### src/rtl/multi_cycle_ctrl_if.sv
// Handshake and control bundle between the multi-cycle controller and its
// instruction memory, data memory and datapath.
interface multi_cycle_ctrl_if;
  logic [31:0] instr;
  logic        imem_req;
  logic        imem_ack;
  logic        dmem_req;
  logic        dmem_we;
  logic        dmem_ack;
  logic        ir_we;
  logic        pc_we;
  logic [11:0] alu_ctrl;
  logic        alu_src_imm;
  logic        reg_we;

  modport master (
    input  instr, imem_ack, dmem_ack,
    output imem_req, dmem_req, dmem_we, ir_we, pc_we, alu_ctrl, alu_src_imm, reg_we
  );

  modport slave (
    output instr, imem_ack, dmem_ack,
    input  imem_req, dmem_req, dmem_we, ir_we, pc_we, alu_ctrl, alu_src_imm, reg_we
  );
endinterface

### src/rtl/multi_cycle_ctrl.sv
// Multi-cycle control FSM for a two-instruction (addiu / sw) subset:
// fetch, decode, execute, memory and write-back sequencing with a sticky trap.
module multi_cycle_ctrl (
  input  logic                   clk,
  input  logic                   rst_n,
  multi_cycle_ctrl_if.master     ctrl_if,
  output logic                   illegal_o,
  output logic [31:0]            retired_o
);

  localparam int unsigned OP_W  = 6;
  localparam int unsigned ALU_W = 12;
  localparam int unsigned CNT_W = 32;

  localparam logic [OP_W-1:0] OP_ADDIU = 6'b001001;
  localparam logic [OP_W-1:0] OP_SW    = 6'b101011;

  typedef enum logic [2:0] {
    S_FETCH,
    S_DECODE,
    S_EXEC,
    S_MEM,
    S_WB,
    S_TRAP
  } state_t;

  state_t            state_q, state_d;
  logic [OP_W-1:0]   opcode_q, opcode_d;
  logic              illegal_q, illegal_d;
  logic [CNT_W-1:0]  retired_q, retired_d;

  logic              imem_req_c;
  logic              ir_we_c;
  logic              pc_we_c;
  logic              dmem_req_c;
  logic              dmem_we_c;
  logic              reg_we_c;
  logic              alu_src_imm_c;
  logic [ALU_W-1:0]  alu_ctrl_c;

  // State and architectural registers
  always_ff @(posedge clk or negedge rst_n) begin
    if (!rst_n) begin
      state_q   <= S_FETCH;
      opcode_q  <= '0;
      illegal_q <= 1'b0;
      retired_q <= '0;
    end else begin
      state_q   <= state_d;
      opcode_q  <= opcode_d;
      illegal_q <= illegal_d;
      retired_q <= retired_d;
    end
  end

  // Next-state and control decode
  always_comb begin
    state_d       = state_q;
    opcode_d      = opcode_q;
    illegal_d     = illegal_q;
    retired_d     = retired_q;
    imem_req_c    = 1'b0;
    ir_we_c       = 1'b0;
    pc_we_c       = 1'b0;
    dmem_req_c    = 1'b0;
    dmem_we_c     = 1'b0;
    reg_we_c      = 1'b0;
    alu_src_imm_c = 1'b0;
    alu_ctrl_c    = '0;

    unique case (state_q)
      S_FETCH: begin
        imem_req_c = 1'b1;
        if (ctrl_if.imem_ack) begin
          ir_we_c  = 1'b1;
          pc_we_c  = 1'b1;
          opcode_d = ctrl_if.instr[31:26];
          state_d  = S_DECODE;
        end
      end
      S_DECODE: begin
        if ((opcode_q == OP_ADDIU) || (opcode_q == OP_SW)) begin
          state_d = S_EXEC;
        end else begin
          illegal_d = 1'b1;
          state_d   = S_TRAP;
        end
      end
      S_EXEC: begin
        alu_ctrl_c    = {opcode_q, 6'b000000};
        alu_src_imm_c = 1'b1;
        state_d       = (opcode_q == OP_SW) ? S_MEM : S_WB;
      end
      S_MEM: begin
        alu_ctrl_c    = {opcode_q, 6'b000000};
        alu_src_imm_c = 1'b1;
        dmem_req_c    = 1'b1;
        dmem_we_c     = 1'b1;
        if (ctrl_if.dmem_ack) begin
          retired_d = retired_q + CNT_W'(1);
          state_d   = S_FETCH;
        end
      end
      S_WB: begin
        alu_ctrl_c    = {opcode_q, 6'b000000};
        alu_src_imm_c = 1'b1;
        reg_we_c      = 1'b1;
        retired_d     = retired_q + CNT_W'(1);
        state_d       = S_FETCH;
      end
      S_TRAP: begin
        state_d = S_TRAP;
      end
      default: begin
        state_d = S_FETCH;
      end
    endcase
  end

  // Reset parks the FSM in FETCH, so the fetch-side strobes are masked by rst_n
  // to keep them low for as long as reset is held.
  assign ctrl_if.imem_req    = imem_req_c & rst_n;
  assign ctrl_if.ir_we       = ir_we_c & rst_n;
  assign ctrl_if.pc_we       = pc_we_c & rst_n;
  assign ctrl_if.dmem_req    = dmem_req_c;
  assign ctrl_if.dmem_we     = dmem_we_c;
  assign ctrl_if.reg_we      = reg_we_c;
  assign ctrl_if.alu_src_imm = alu_src_imm_c;
  assign ctrl_if.alu_ctrl    = alu_ctrl_c;

  assign illegal_o = illegal_q;
  assign retired_o = retired_q;

endmodule

### src/flat_wrapper.sv
// flat-port wrapper written by rule: the top's interface ports become plain ports
module multi_cycle_ctrl_flat 
  (clk, rst_n, illegal_o, retired_o, ctrl_if_instr, ctrl_if_imem_ack, ctrl_if_dmem_ack, ctrl_if_imem_req, ctrl_if_dmem_req, ctrl_if_dmem_we, ctrl_if_ir_we, ctrl_if_pc_we, ctrl_if_alu_ctrl, ctrl_if_alu_src_imm, ctrl_if_reg_we);
  multi_cycle_ctrl_if ctrl_if_i ();
  input  logic clk;
  input  logic rst_n;
  output logic illegal_o;
  output logic [31:0] retired_o;
  input wire logic [$bits(ctrl_if_i.instr)-1:0] ctrl_if_instr;
  input wire logic [$bits(ctrl_if_i.imem_ack)-1:0] ctrl_if_imem_ack;
  input wire logic [$bits(ctrl_if_i.dmem_ack)-1:0] ctrl_if_dmem_ack;
  output wire logic [$bits(ctrl_if_i.imem_req)-1:0] ctrl_if_imem_req;
  output wire logic [$bits(ctrl_if_i.dmem_req)-1:0] ctrl_if_dmem_req;
  output wire logic [$bits(ctrl_if_i.dmem_we)-1:0] ctrl_if_dmem_we;
  output wire logic [$bits(ctrl_if_i.ir_we)-1:0] ctrl_if_ir_we;
  output wire logic [$bits(ctrl_if_i.pc_we)-1:0] ctrl_if_pc_we;
  output wire logic [$bits(ctrl_if_i.alu_ctrl)-1:0] ctrl_if_alu_ctrl;
  output wire logic [$bits(ctrl_if_i.alu_src_imm)-1:0] ctrl_if_alu_src_imm;
  output wire logic [$bits(ctrl_if_i.reg_we)-1:0] ctrl_if_reg_we;
  assign ctrl_if_i.instr = ctrl_if_instr;
  assign ctrl_if_i.imem_ack = ctrl_if_imem_ack;
  assign ctrl_if_i.dmem_ack = ctrl_if_dmem_ack;
  assign ctrl_if_imem_req = ctrl_if_i.imem_req;
  assign ctrl_if_dmem_req = ctrl_if_i.dmem_req;
  assign ctrl_if_dmem_we = ctrl_if_i.dmem_we;
  assign ctrl_if_ir_we = ctrl_if_i.ir_we;
  assign ctrl_if_pc_we = ctrl_if_i.pc_we;
  assign ctrl_if_alu_ctrl = ctrl_if_i.alu_ctrl;
  assign ctrl_if_alu_src_imm = ctrl_if_i.alu_src_imm;
  assign ctrl_if_reg_we = ctrl_if_i.reg_we;
  multi_cycle_ctrl u_core (.clk(clk), .rst_n(rst_n), .ctrl_if(ctrl_if_i), .illegal_o(illegal_o), .retired_o(retired_o));
endmodule
### config.mk
export PLATFORM = sky130hd
export DESIGN_NAME = multi_cycle_ctrl_flat
export DESIGN_NICKNAME = d
export VERILOG_FILES = /design/src/rtl/multi_cycle_ctrl_if.sv /design/src/rtl/multi_cycle_ctrl.sv /design/src/flat_wrapper.sv
export SDC_FILE = /design/constraint.sdc
export NUM_CORES = 1
export LEC_CHECK = 0
export BUFFER_PORTS_ARGS = -buffer_cell sky130_fd_sc_hd__buf_2
export CORE_MARGIN = 5
export CORE_UTILIZATION = 40
export DETAILED_ROUTE_END_ITERATION = 7
export GPL_TIMING_DRIVEN = 0
export PLACE_DENSITY = 0.69
export SLEW_MARGIN = 10
export SYNTH_ARGS = -nofsm -noshare
export SYNTH_HDL_FRONTEND = slang
export SYNTH_SLANG_ARGS = --single-unit
### constraint.sdc
create_clock -name clk -period 2.46 [get_ports clk]
set_clock_uncertainty 0.2 [all_clocks]
set_input_delay 0.369 -clock clk [delete_from_list [all_inputs] [get_ports clk]]
set_output_delay 0.369 -clock clk [all_outputs]
set_load 0.01 [all_outputs]
==> metrics, run 1 <==
status finished clean; buffer and inverter count on the worst path 2; Syn-to-layout area delta 23.1%; Num CTS Buffers 5; Setup Viol. Count Final 0; power density over the cells 759 nW/um2; Final min period 2.24 ns; endpoint type of the worst setup path register; register area 1050 um2; DRT Pass-1 Iters 4; Total Power 1.88 mW; CTS root buf clkbuf_8; max incr delay on CP 0.55 ns; Mapped Area 2010 um2; WP data arrival 2.22 ns; fmax 446 MHz; dpl cell area 2390 um2; DRC 0; Worst Reg-to-Reg Cells 7; Starting Density 0.417; largest net degree at the start of global routing 45; DR iter-0 viols 55; clk_lat worst skew 0.29 ns; Worst R2R End u_core.retired_o[21]$_DFFE_PN0P_; Yosys cell types 34; Hold WC Path Type primary input to async pin; Total Routed Length 4060 um; Die X 80.9 um; Antenna Cells 0; area of the multi-input gates 891 um2; Max Cap Viol 0; GRT Util Overall 0.135; Largest delay share family, worst path simple AND/OR/NAND/NOR gates; # fillers 481; Final Cell Area 2470 um2; Slew headroom 0.374; critical path type register to register; Die Area 6540 um2; Total Neg Setup Slack 0 ns; Resize count post-CTS 0; RSZ-0062 raised after global routing yes; CTS Sinks 42; leakage 1.25 nW; data required time of the worst path 2.44 ns; Max IR drop VDD 0.466 mV; Reg2Reg Launch Point u_core.state_q[1]$_DFFE_PN0P_; IO Port Bufs 55; Post-DRT Antenna Nets 0; sequential element share of the synthesized area 0.523; measured slew at the worst slew-check pin 0.938 ns; cell mode on critical path buf_4; CP startpoint kind register; Tcrit/Tclk final 0.911; WL/cell 13.0 um; number of synthesized register bits 42; gp weighted congestion 0.763; Die Span Y 80.9 um; Post-Syn Instances 177; Placeable Area 4820 um2; initial antenna violation count 0; Clock Tree Buf Depth 2; final max-slew violation count 0; Ys Warns 0; crit path cell chain buf_4 > nor3b_4 > or2_1 > buf_4 > nor4b_4 > nand3_1 > xnor2_1; setup bufs post-CTS 0; Via Count 1482; Crit-path slowest cell nor4b_4; I/O Pins 88; row count 25; crit path max fanout 9; leading cell types in the layout, fill and taps excluded buf_2 (56), dfrtp_1 (42), xnor2_1 (28); fin util 0.514; final hold vios 0; hold slack final 0.0223 ns; number of global-route vias before repair 1460; cts hold-fix bufs 0; post-DP HPWL 3040 um; CTS clk-pin slew, worst paths 0.08 ns; first-pass GRT wire length 6910 um; layout cells sized above 1 0.347; H-tree depth 2; grt ovf 0; Via density 4.75; Syn Area/Cell 11.4 um2; Final #Nets 281; most common cell after layout, fill and taps aside buf_2; CTS tree built; R2R Setup Slk 0.22 ns
Yosys cell counts (all sizes together):
cell,count,share of area
conb,1,0.0019
a21oi,1,0.0025
nor3,3,0.0075
clkbuf,1,0.0019
o22ai,1,0.0031
dfrtp,42,0.52
and2,5,0.016
nand3,13,0.032
nor2,7,0.013
mux2i,1,0.0050
xnor2,28,0.12
nor2b,7,0.022
a211o,1,0.0044
o2111ai,1,0.0044
a31o,1,0.0044
o21ai,1,0.0025
or2,1,0.0031
nor4bb,1,0.0050
mux2,7,0.039
nor3b,3,0.019
buf,11,0.040
nand4,9,0.031
and4b,1,0.0050
and4,2,0.0087
xor2,4,0.017
nor4b,1,0.012
inv,1,0.0019
ha,1,0.0062
nand2,15,0.028
and3,6,0.019
worst max-delay path by stage:
stage / startpoint / endpoint / slack [ns] / cells past startpoint
after global placement: u_core.state_q[1]$_DFFE_PN0P_ / u_core.retired_o[28]$_DFFE_PN0P_ / 0.19 / 6
after floorplan: u_core.state_q[1]$_DFFE_PN0P_ / u_core.retired_o[27]$_DFFE_PN0P_ / 0.44 / 7
after global routing: u_core.state_q[0]$_DFFE_PN0P_ / u_core.retired_o[26]$_DFFE_PN0P_ / -0.01 / 6
after detailed placement: u_core.state_q[1]$_DFFE_PN0P_ / u_core.retired_o[26]$_DFFE_PN0P_ / 0.19 / 6
final: u_core.state_q[1]$_DFFE_PN0P_ / u_core.retired_o[21]$_DFFE_PN0P_ / 0.22 / 7
after CTS: u_core.state_q[0]$_DFFE_PN0P_ / u_core.retired_o[26]$_DFFE_PN0P_ / 0.18 / 6
layout make-up:
cell class / count / area share
flip-flops and latches: 42 / 0.425
multi-input cells: 127 / 0.360
clock buffers: 6 / 0.0293
plain buffers: 12 / 0.0339
repair buffers: 55 / 0.111
inverters: 1 / 0.00152
well taps: 67 / 0.0339
clock inverters: 2 / 0.00556
flip-flops by register name, indices dropped and copies added, names as in the netlist:
name,count
u_core.opcode_q,6
u_core.state_q,3
u_core.retired_o,32
u_core.illegal_o,1
power by group:
part | internal, mW | switching (mW)
registers | 0.799 | 0.119
logic | 0.274 | 0.255
clock network | 0.200 | 0.230
total | 1.27 | 0.605
per-stage QoR:
| stage | worst slack (ns) | cells |
|---|---|---|
| final | 0.219 | 312 |
| after global routing | -0.0105 | 312 |
| after CTS | 0.176 | 312 |
| after detailed placement | 0.186 | 304 |
| after global placement | 0.194 | 304 |
| after floorplan | 0.439 | 182 |
metal layers:
metal	GRT usage	share of wire	wire length (um)
met1	0.163	0.43	1730
met2	0.231	0.50	2030
met3	0.0377	0.061	247
met4	0.0456	0.012	48
met5	0	0	0
worst register-to-register path, stage by stage, from the launching register on:
cell	delay, ns
dfrtp_1	0.36
buf_4	0.16
nor3b_4	0.24
or2_1	0.13
buf_4	0.13
nor4b_4	0.55
nand3_1	0.19
xnor2_1	0.17
cell families after synthesis:
kind of cell	share of synthesized area
and+or+nand+nor	0.221
DFF	0.523
xor gates and xnor gates	0.139
buffers and inverters	0.0436
muxes	0.0442
AOI/OAI and AO/OA	0.0212
adders and majority gates	0.00622
other	0.00187
Note: power is estimated with default switching activity, not from simulation.
==> run 2: changes to the inputs <==
MAX_ROUTING_LAYER = met4   (was not set)
==> run 2 against run 1 <==
Register-to-register slack hardly changed; clock-buffer cell count is the same; final cell count stayed put; sequential share of layout area stayed put; global-route usage is 0.39 points higher; combinational power about the same; design area unchanged; die area unchanged; worst hold slack about the same; critical path depth is the same; clock power is essentially flat; critical endpoint unchanged; largest cell class unchanged.
==> metrics, run 2 (same netlist as run 1, synthesis figures left out) <==
status finished clean; clk_lat worst skew 0.29 ns (about the same); CP startpoint kind register; RSZ-0062 raised after global routing yes; CTS tree built; Total Routed Length 4060 um (unchanged); CTS root buf clkbuf_8; Worst Reg-to-Reg Cells 7 (unchanged); Total Neg Setup Slack 0 ns (unchanged); Max Cap Viol 0 (unchanged); fmax 446 MHz (about the same); Reg2Reg Launch Point u_core.state_q[1]$_DFFE_PN0P_; Num CTS Buffers 5 (unchanged); R2R Setup Slk 0.22 ns (about the same); Worst R2R End u_core.retired_o[21]$_DFFE_PN0P_; Starting Density 0.417 (unchanged); WP data arrival 2.22 ns (about the same); data required time of the worst path 2.44 ns (about the same); Antenna Cells 0 (unchanged); Slew headroom 0.374 (about the same); Die Span Y 80.9 um (unchanged); Final #Nets 281 (unchanged); Max IR drop VDD 0.466 mV (about the same); dpl cell area 2390 um2 (unchanged); initial antenna violation count 0 (unchanged); Final Cell Area 2470 um2 (unchanged); gp weighted congestion 0.773 (+1.3%); IO Port Bufs 55 (unchanged); row count 25 (unchanged); # fillers 481 (unchanged); CP startpoint u_core.state_q[1]$_DFFE_PN0P_; final hold vios 0 (unchanged); max reg flops 32 (unchanged); Hold WC Path Type primary input to async pin; first-pass GRT wire length 6910 um (unchanged); H-tree depth 2 (unchanged); crit path to u_core.retired_o[21]$_DFFE_PN0P_; Place WS 0.186 ns (unchanged); most common cell after layout, fill and taps aside buf_2; I/O Pins 88 (unchanged); crit path max fanout 9 (unchanged); cts hold-fix bufs 0 (unchanged); DR iter-0 viols 58 (+5.5%); measured slew at the worst slew-check pin 0.939 ns (+0.000148 ns); leading cell types in the layout, fill and taps excluded buf_2 (56), dfrtp_1 (42), xnor2_1 (28); Post-DRT Antenna Nets 0 (unchanged); DRT Pass-1 Iters 4 (unchanged); Syn-to-layout area delta 23.1% (unchanged); grt ovf 0 (unchanged); Setup Viol. Count Final 0 (unchanged); Die X 80.9 um (unchanged); Clock Tree Buf Depth 2 (unchanged); Die Area 6540 um2 (unchanged); power density over the cells 759 nW/um2 (about the same); fin util 0.514 (unchanged); final max-slew violation count 0 (unchanged); Resize count post-CTS 0 (unchanged); CTS clk-pin slew, worst paths 0.08 ns (about the same); Via density 4.74 (-0.13%); final worst slack 0.219 ns (+0.0000540 ns); largest net degree at the start of global routing 45 (unchanged); setup bufs post-CTS 0 (unchanged); endpoint type of the worst setup path register; layout cells sized above 1 0.347 (unchanged); leakage 1.25 nW (unchanged); Final min period 2.24 ns (-0.0000540 ns); Via Count 1480 (-0.13%); DRC 0 (unchanged); CTS Sinks 42 (unchanged); Placeable Area 4820 um2 (unchanged); critical path type register to register; number of global-route vias before repair 1459 (-0.068%); Tcrit/Tclk final 0.911 (about the same); WL/cell 13.0 um (unchanged); post-DP HPWL 3040 um (unchanged); GRT Util Overall 0.139 (+0.00391)
run 2: cell counts in the layout (fill, tap and decap cells not counted):
Identical to the previous run, type by type.
run 2: layer usage:
metal / vias to the layer above / GRT usage / wire (um)
met3: 4 / 0.0377 / 248
met4: 0 / 0.0456 / 51
met2: 40 / 0.231 / 2030
li1: 728 / - / -
met5: - / - / 0
met1: 708 / 0.163 / 1730
run 2: report_power, final:
group          switching [mW]  internal [mW]
Sequential              0.119          0.799
Combinational           0.255          0.274
Clock                   0.230          0.200
Total                   0.605           1.27
run 2: critical path, stage by stage (launching register included):
cell and delay, ns:
dfrtp_1 0.36, buf_4 0.16, nor3b_4 0.24, or2_1 0.13, buf_4 0.13, nor4b_4 0.55, nand3_1 0.19, xnor2_1 0.17
run 2: metrics by stage:
step / instances / power, mW / hold WS (ns)
floorplan: 182 / 1.28 / -0.127
global placement: 304 / 1.46 / 0.260
CTS: 312 / 1.91 / 0.0569
detailed placement: 304 / 1.47 / 0.252
finish: 312 / 1.88 / 0.0225
global route: 312 / 2.02 / 0.0996
run 2: worst min path at each step:
| stage | cells after the start | to | slack [ns] | startpoint |
|---|---|---|---|---|
| floorplan | 0 | u_core.illegal_o$_DFFE_PN0P_ | -0.13 | rst_n |
| global placement | 1 | u_core.retired_o[31]$_DFFE_PN0P_ | 0.26 | u_core.retired_o[31]$_DFFE_PN0P_ |
| detailed placement | 1 | u_core.illegal_o$_DFFE_PN0P_ | 0.25 | u_core.illegal_o$_DFFE_PN0P_ |
| CTS | 1 | u_core.retired_o[25]$_DFFE_PN0P_ | 0.06 | rst_n |
| global route | 1 | u_core.retired_o[26]$_DFFE_PN0P_ | 0.1 | rst_n |
| finish | 1 | u_core.retired_o[7]$_DFFE_PN0P_ | 0.02 | rst_n |
run 2: cell type report:
class	instances	area, um2	share of cell area
well taps	67	83.8	0.0339
plain buffers	12	83.8	0.0339
repair buffers	55	275	0.111
flip-flops and latches	42	1050	0.425
clock inverters	2	13.8	0.00556
multi-input cells	127	891	0.360
clock buffers	6	72.6	0.0293
inverters	1	3.75	0.00152
